<file path="src/rtl/mc_control_fsm.sv">
// Multi-cycle MIPS-subset control unit.
// The datapath is walked through IF/ID/EXE/MEM/WB one state per clock. The
// write enables and selects are decoded combinationally from the registered
// state and the op/funct fields. A 32-bit counter records retired instructions.
module mc_control_fsm #(
  parameter logic [5:0] OP_RTYPE  = 6'b000000,
  parameter logic [5:0] OP_ORI    = 6'b001101,
  parameter logic [5:0] OP_ADDI   = 6'b001000,
  parameter logic [5:0] OP_LUI    = 6'b001111,
  parameter logic [5:0] OP_LW     = 6'b100011,
  parameter logic [5:0] OP_SW     = 6'b101011,
  parameter logic [5:0] OP_BEQ    = 6'b000100,
  parameter logic [5:0] OP_REGIMM = 6'b000001,
  parameter logic [5:0] OP_J      = 6'b000010,
  parameter logic [5:0] OP_JAL    = 6'b000011,
  parameter logic [5:0] F_ADDU    = 6'h21,
  parameter logic [5:0] F_SUBU    = 6'h23,
  parameter logic [5:0] F_SLT     = 6'h2a,
  parameter logic [5:0] F_JR      = 6'h08
) (
  input  logic        clk,
  input  logic        rst,
  input  logic [5:0]  op,
  input  logic [5:0]  funct,
  input  logic        zero,
  input  logic        overflow,
  input  logic        bltzal_sign,
  output logic        PC_write,
  output logic        IR_write,
  output logic        Reg_write,
  output logic        Mem_write,
  output logic        ALU_Src,
  output logic [2:0]  ALU_op,
  output logic [1:0]  PC_src,
  output logic [1:0]  Reg_dst,
  output logic [1:0]  Wb_src,
  output logic [2:0]  state,
  output logic [31:0] retired
);

  typedef enum logic [2:0] {
    S_IF  = 3'd0,
    S_ID  = 3'd1,
    S_EXE = 3'd2,
    S_MEM = 3'd3,
    S_WB  = 3'd4
  } state_t;

  state_t      state_r;
  state_t      nxt_state_s;
  logic [31:0] retired_r;
  logic        ovf_r;

  logic        is_rtype_s;
  logic        is_r_alu_s;
  logic        is_jr_s;
  logic        goes_exe_s;

  logic        pc_write_s;
  logic        ir_write_s;
  logic        reg_write_s;
  logic        mem_write_s;
  logic        alu_src_s;
  logic [2:0]  alu_op_s;
  logic [1:0]  pc_src_s;
  logic [1:0]  reg_dst_s;
  logic [1:0]  wb_src_s;

  // Instruction classification shared by the ID and WB decisions.
  always_comb begin
    is_rtype_s = (op == OP_RTYPE);
    is_r_alu_s = is_rtype_s && ((funct == F_ADDU) || (funct == F_SUBU) || (funct == F_SLT));
    is_jr_s    = is_rtype_s && (funct == F_JR);
    goes_exe_s = is_r_alu_s || (op == OP_ORI) || (op == OP_ADDI) || (op == OP_LUI) ||
                 (op == OP_LW) || (op == OP_SW) || (op == OP_BEQ) || (op == OP_REGIMM);
  end

  // Next-state and control decode; everything defaults to idle/zero first.
  always_comb begin
    nxt_state_s = S_IF;
    pc_write_s  = 1'b0;
    ir_write_s  = 1'b0;
    reg_write_s = 1'b0;
    mem_write_s = 1'b0;
    alu_src_s   = 1'b0;
    alu_op_s    = 3'b000;
    pc_src_s    = 2'b00;
    reg_dst_s   = 2'b00;
    wb_src_s    = 2'b00;
    case (state_r)
      S_IF: begin
        ir_write_s  = 1'b1;
        pc_write_s  = 1'b1;
        pc_src_s    = 2'b00;
        nxt_state_s = S_ID;
      end
      S_ID: begin
        if (op == OP_J) begin
          pc_write_s  = 1'b1;
          pc_src_s    = 2'b10;
          nxt_state_s = S_IF;
        end else if (is_jr_s) begin
          pc_write_s  = 1'b1;
          pc_src_s    = 2'b11;
          nxt_state_s = S_IF;
        end else if (op == OP_JAL) begin
          pc_write_s  = 1'b1;
          pc_src_s    = 2'b10;
          reg_write_s = 1'b1;
          reg_dst_s   = 2'b10;
          wb_src_s    = 2'b10;
          nxt_state_s = S_IF;
        end else if (goes_exe_s) begin
          nxt_state_s = S_EXE;
        end else begin
          // Unknown opcode or funct: drop the instruction silently.
          nxt_state_s = S_IF;
        end
      end
      S_EXE: begin
        case (op)
          OP_RTYPE: begin
            case (funct)
              F_ADDU:  alu_op_s = 3'b000;
              F_SUBU:  alu_op_s = 3'b001;
              F_SLT:   alu_op_s = 3'b011;
              default: alu_op_s = 3'b000;
            endcase
            nxt_state_s = S_WB;
          end
          OP_LW, OP_SW: begin
            alu_op_s    = 3'b000;
            alu_src_s   = 1'b1;
            nxt_state_s = S_MEM;
          end
          OP_ORI: begin
            alu_op_s    = 3'b010;
            alu_src_s   = 1'b1;
            nxt_state_s = S_WB;
          end
          OP_ADDI: begin
            alu_op_s    = 3'b100;
            alu_src_s   = 1'b1;
            nxt_state_s = S_WB;
          end
          OP_LUI: begin
            alu_op_s    = 3'b101;
            alu_src_s   = 1'b1;
            nxt_state_s = S_WB;
          end
          OP_BEQ: begin
            alu_op_s = 3'b001;
            if (zero) begin
              pc_write_s = 1'b1;
              pc_src_s   = 2'b01;
            end else begin
              pc_write_s = 1'b0;
            end
            nxt_state_s = S_IF;
          end
          OP_REGIMM: begin
            alu_op_s = 3'b110;
            if (bltzal_sign) begin
              pc_write_s  = 1'b1;
              pc_src_s    = 2'b01;
              reg_write_s = 1'b1;
              reg_dst_s   = 2'b10;
              wb_src_s    = 2'b10;
            end else begin
              pc_write_s = 1'b0;
            end
            nxt_state_s = S_IF;
          end
          default: nxt_state_s = S_IF;
        endcase
      end
      S_MEM: begin
        if (op == OP_SW) begin
          mem_write_s = 1'b1;
          nxt_state_s = S_IF;
        end else if (op == OP_LW) begin
          nxt_state_s = S_WB;
        end else begin
          nxt_state_s = S_IF;
        end
      end
      S_WB: begin
        // An overflowing addi completes but leaves the register file untouched.
        reg_write_s = !((op == OP_ADDI) && ovf_r);
        reg_dst_s   = is_rtype_s ? 2'b01 : 2'b00;
        wb_src_s    = (op == OP_LW) ? 2'b01 : 2'b00;
        nxt_state_s = S_IF;
      end
      default: nxt_state_s = S_IF;
    endcase
  end

  // Output drive; reset silences every enable and select immediately.
  always_comb begin
    if (rst) begin
      PC_write  = 1'b0;
      IR_write  = 1'b0;
      Reg_write = 1'b0;
      Mem_write = 1'b0;
      ALU_Src   = 1'b0;
      ALU_op    = 3'b000;
      PC_src    = 2'b00;
      Reg_dst   = 2'b00;
      Wb_src    = 2'b00;
    end else begin
      PC_write  = pc_write_s;
      IR_write  = ir_write_s;
      Reg_write = reg_write_s;
      Mem_write = mem_write_s;
      ALU_Src   = alu_src_s;
      ALU_op    = alu_op_s;
      PC_src    = pc_src_s;
      Reg_dst   = reg_dst_s;
      Wb_src    = wb_src_s;
    end
    state   = state_r;
    retired = retired_r;
  end

  // State register, retire counter and the EXE-sampled overflow flag.
  always_ff @(posedge clk) begin
    if (rst) begin
      state_r   <= S_IF;
      retired_r <= 32'd0;
      ovf_r     <= 1'b0;
    end else begin
      state_r <= nxt_state_s;
      if ((state_r != S_IF) && (nxt_state_s == S_IF)) begin
        retired_r <= retired_r + 32'd1;
      end else begin
        retired_r <= retired_r;
      end
      if (state_r == S_EXE) begin
        ovf_r <= overflow;
      end else begin
        ovf_r <= ovf_r;
      end
    end
  end

endmodule

</file>
<file path="config.mk">
export PLATFORM = sky130hd
export DESIGN_NAME = mc_control_fsm
export DESIGN_NICKNAME = d
export VERILOG_FILES = /design/src/rtl/mc_control_fsm.sv
export SDC_FILE = /design/constraint.sdc
export NUM_CORES = 1
export LEC_CHECK = 0
export ABC_AREA = 1
export CAP_MARGIN = 20
export CELL_PAD_IN_SITES_DETAIL_PLACEMENT = 0
export CELL_PAD_IN_SITES_GLOBAL_PLACEMENT = 1
export CORE_MARGIN = 2
export CORE_UTILIZATION = 25
export CTS_BUF_LIST = sky130_fd_sc_hd__clkbuf_16
export DETAILED_ROUTE_END_ITERATION = 16
export PLACE_DENSITY_LB_ADDON = 0.1
export SLEW_MARGIN = 15
export SYNTH_ARGS = -nofsm -noshare
export SYNTH_HDL_FRONTEND = slang
export SYNTH_SLANG_ARGS = --single-unit
</file>
<file path="constraint.sdc">
create_clock -name clk -period 2.1 [get_ports clk]
set_input_delay 0.42 -clock clk [delete_from_list [all_inputs] [get_ports clk]]
set_output_delay 0.42 -clock clk [all_outputs]
set_load 0.1 [all_outputs]
</file>
==> metrics.md <==
| Metric | Value |
|---|---|
| Status | `finished with violations` |
| Failing checks | `negative setup slack` |
| Ys async rst share | `0%` |
| Worst VDD drop | `between 0.2 and 0.3 mV` |
| Setup crit end kind | `output pin` |
| Post-Synthesis Net Count | `473` |
| Synth area leader | `dfxtp_1` |
| Via count | `about 3.2k` |
| Starting Density | `25.9%` |
| Max H-tree Level | `2` |
| Fin. Hold Viols | `0` |
| GRT Util Overall | `17.5%` |
| Fillers | `1130` |
| Largest net degree at the start of global routing | `33` |
| Worst-skew pair later-pin latency | `0.28 ns` |
| Post-route cell area | `0.00427 mm^2` |
| RSZ-0062 raised after global routing | `true` |
| CTS tree | `done` |
| Period utilization | `100%` |
| Slack of the critical path | `-0.00204 ns` |
| Distinct cells, synth | `31` |
| Die height | `~110 um` |
| Routed Antenna Nets | `0` |
| Cell area power density | `424 mW/mm^2` |
| Core Area | `0.0104 mm^2` |
| WL final | `9.64 mm` |
| Share of the synthesized area in the top cell type | `about a quarter` |
| ANT cells | `0` |
| Die width | `around 110 um` |
| Layout cell share with drive strength beyond 1 | `between 30% and 40%` |
| Row count | `37` |
| GR Overflow Total | `0` |
| Worst-path clk slew | `about 0.060 ns` |
| DP Wirelength | `7.69 mm` |
| Syn Inst Count | `455` |
| Placement-stage cell area | `0.00389 mm^2` |
| Global-route wire length before repair | `15.9 mm` |
| Worst hold path type | `reg2reg` |
| CP required | `around 1.7 ns` |
| Vias/cell | `roughly 4.6` |
| Longest Clk Path Bufs | `2` |
| Vias in the first global route | `around 3.0k` |
| Primary FF master, synth | `dfxtp_1` |
| Area delta synth->final | `58.4%` |
| Register area share after synthesis | `26.7%` |
| Worst hold margin | `between 0.4 and 0.5 ns` |
| CP Data Arrival Time | `1.68 ns` |
| Critical path peak fanout | `7` |
| # clock sinks | `36` |
| Drt drc | `0` |
| FMAX | `476 MHz` |
| Startpoint types | `input port` |
| I/O pin count | `66` |
| WL/cell | `~14 um` |
| Post-Syn Area | `0.00270 mm^2` |
| Worst slew margin | `73.9%` |
| Max-cap violations | `0` |
| Total negative slack | `-0.00204 ns` |
| Initial antenna violation count | `0` |
| Worst-margin pin slew | `a little under 0.4 ns` |
| Post-synth EDFFs | `0` |
| Yosys warnings | `0` |
| Clock Skew | `0.00636 ns` |
| Flops & latches, synth | `36` |
| Max-slew violations | `0` |
| Area contributors post-synth | `dfxtp_1, nand2_1, nand3_1` |
| Min cycle time layout | `2.10 ns` |
| Total CTS buffers | `5` |
| GPL Wtd Cong | `0.917` |
| Post-CTS Hold Fix Bufs | `0` |
| Drt pass-1 iters | `4` |
| 1st-iter DRT viols | `117` |
| Final nets | `~570` |
| I/O Buffers | `65` |
| WS Path Type | `in2out` |
| Root Buffer | `clkbuf_16` |
| Die ar. | `0.0116 mm^2` |
| # setup viols final | `1` |
| Mapped Avg Cell Area | `around 6 um^2` |
| Static Leak | `1.71 nW` |
[cells in the mapped netlist, types with 2 or more instances]
| cell type | number |
|---|---|
| nand3b_1 | 5 |
| nor3_1 | 15 |
| buf_2 | 3 |
| nand3_1 | 54 |
| buf_6 | 6 |
| inv_1 | 47 |
| nor2_1 | 58 |
| xnor2_1 | 2 |
| a21oi_1 | 41 |
| clkbuf_1 | 5 |
| o21ai_0 | 4 |
| nand2_2 | 2 |
| a31oi_1 | 3 |
| nor2_2 | 4 |
| xor2_1 | 13 |
| nand3_2 | 3 |
| dfxtp_1 | 36 |
| nand2_1 | 141 |
[sequential cells by signal, indices dropped and copies added, names as in the netlist]
name	cells
state	3
retired	32
ovf_r	1
[cell usage in the layout, fill, tap and decap left out, types with 6 or more instances in the layout]
cell           count
nand2_1          138
buf_4             69
nand3_1           49
nor2_1            47
inv_1             39
a21oi_1           37
dfxtp_1           28
buf_12            18
xor2_1            13
nor3_1            12
nor2_2             9
inv_2              8
nor2_4             7
clkbuf_16          6
dlygate4sd2_1      6
buf_6              6
[worst max-delay path: stages]
cell and delay [ns]:
buf_8 0.10, nor2_4 0.23, nand3_2 0.13, buf_6 0.14, nor2_4 0.13, a31oi_4 0.06, a21oi_4 0.14, o21bai_4 0.15
buf_12 0.19
[worst paths after layout]
check / from / endpoint / slack (ns) / cells past startpoint
hold reg to reg: ovf_r / ovf_r / 0.46 / 2
setup / recovery: op[5] / Reg_write / -0.002 / 9
setup reg to reg: retired[2] / retired[29] / 0.33 / 8
hold / removal: ovf_r / ovf_r / 0.46 / 2
[final cells by class]
cell class	count	area (um^2)	area share, %
multi-input combinational	356	1960	45.8
timing repair buffer	108	1070	25.0
sequential	36	738	17.3
inverter	48	183	4.28
tap	136	170	3.98
clock buffer	6	150	3.51
clock inverter	2	7.51	0.176
[metrics by stage]
step,utilization (%),power [mW],instances,setup WS (ns)
final,41.0,1.81,692,-0.00204
after floorplan,-,0.889,455,-0.372
after CTS,40.6,1.82,689,0.000207
after global placement,37.3,0.998,676,-0.435
after detailed placement,37.3,0.999,676,-0.482
after global routing,41.0,1.88,692,-0.0613
[where the power goes]
part | internal (mW) | switching (mW)
clock network | 0.504 | 0.296
logic | 0.113 | 0.203
registers | 0.687 | 0.00683
total | 1.30 | 0.507
[timing repair]
item,CTS,global route
hold endpoints to repair,0,0
gates resized for setup,74,10
buffers inserted,5,3
pin swaps,13,6
endpoints found under the setup margin,45,9
[layer usage]
metal,vias to the layer above,global-route usage (%),part of all wire (%)
li1,1662,-,-
met1,1445,24.6,49
met2,49,28.8,47
met3,8,2.66,3.9
met4,0,2.75,0.67
met5,-,0,0
[logic make-up (layout without fill, tap and decap cells)]
| kind of cell | count (synthesis) | in the layout | share of synthesized area [%] |
|---|---|---|---|
| and+or+nand+nor | 289 | 289 | 47.3 |
| adders and majority gates | 1 | 1 | 0.464 |
| xor gates and xnor gates | 15 | 15 | 4.87 |
| AOI/OAI and AO/OA | 51 | 51 | 9.93 |
| DFF | 36 | 36 | 26.7 |
| buffers and inverters | 63 | 164 | 10.7 |
No activity file was read; power rests on OpenSTA's default activity.
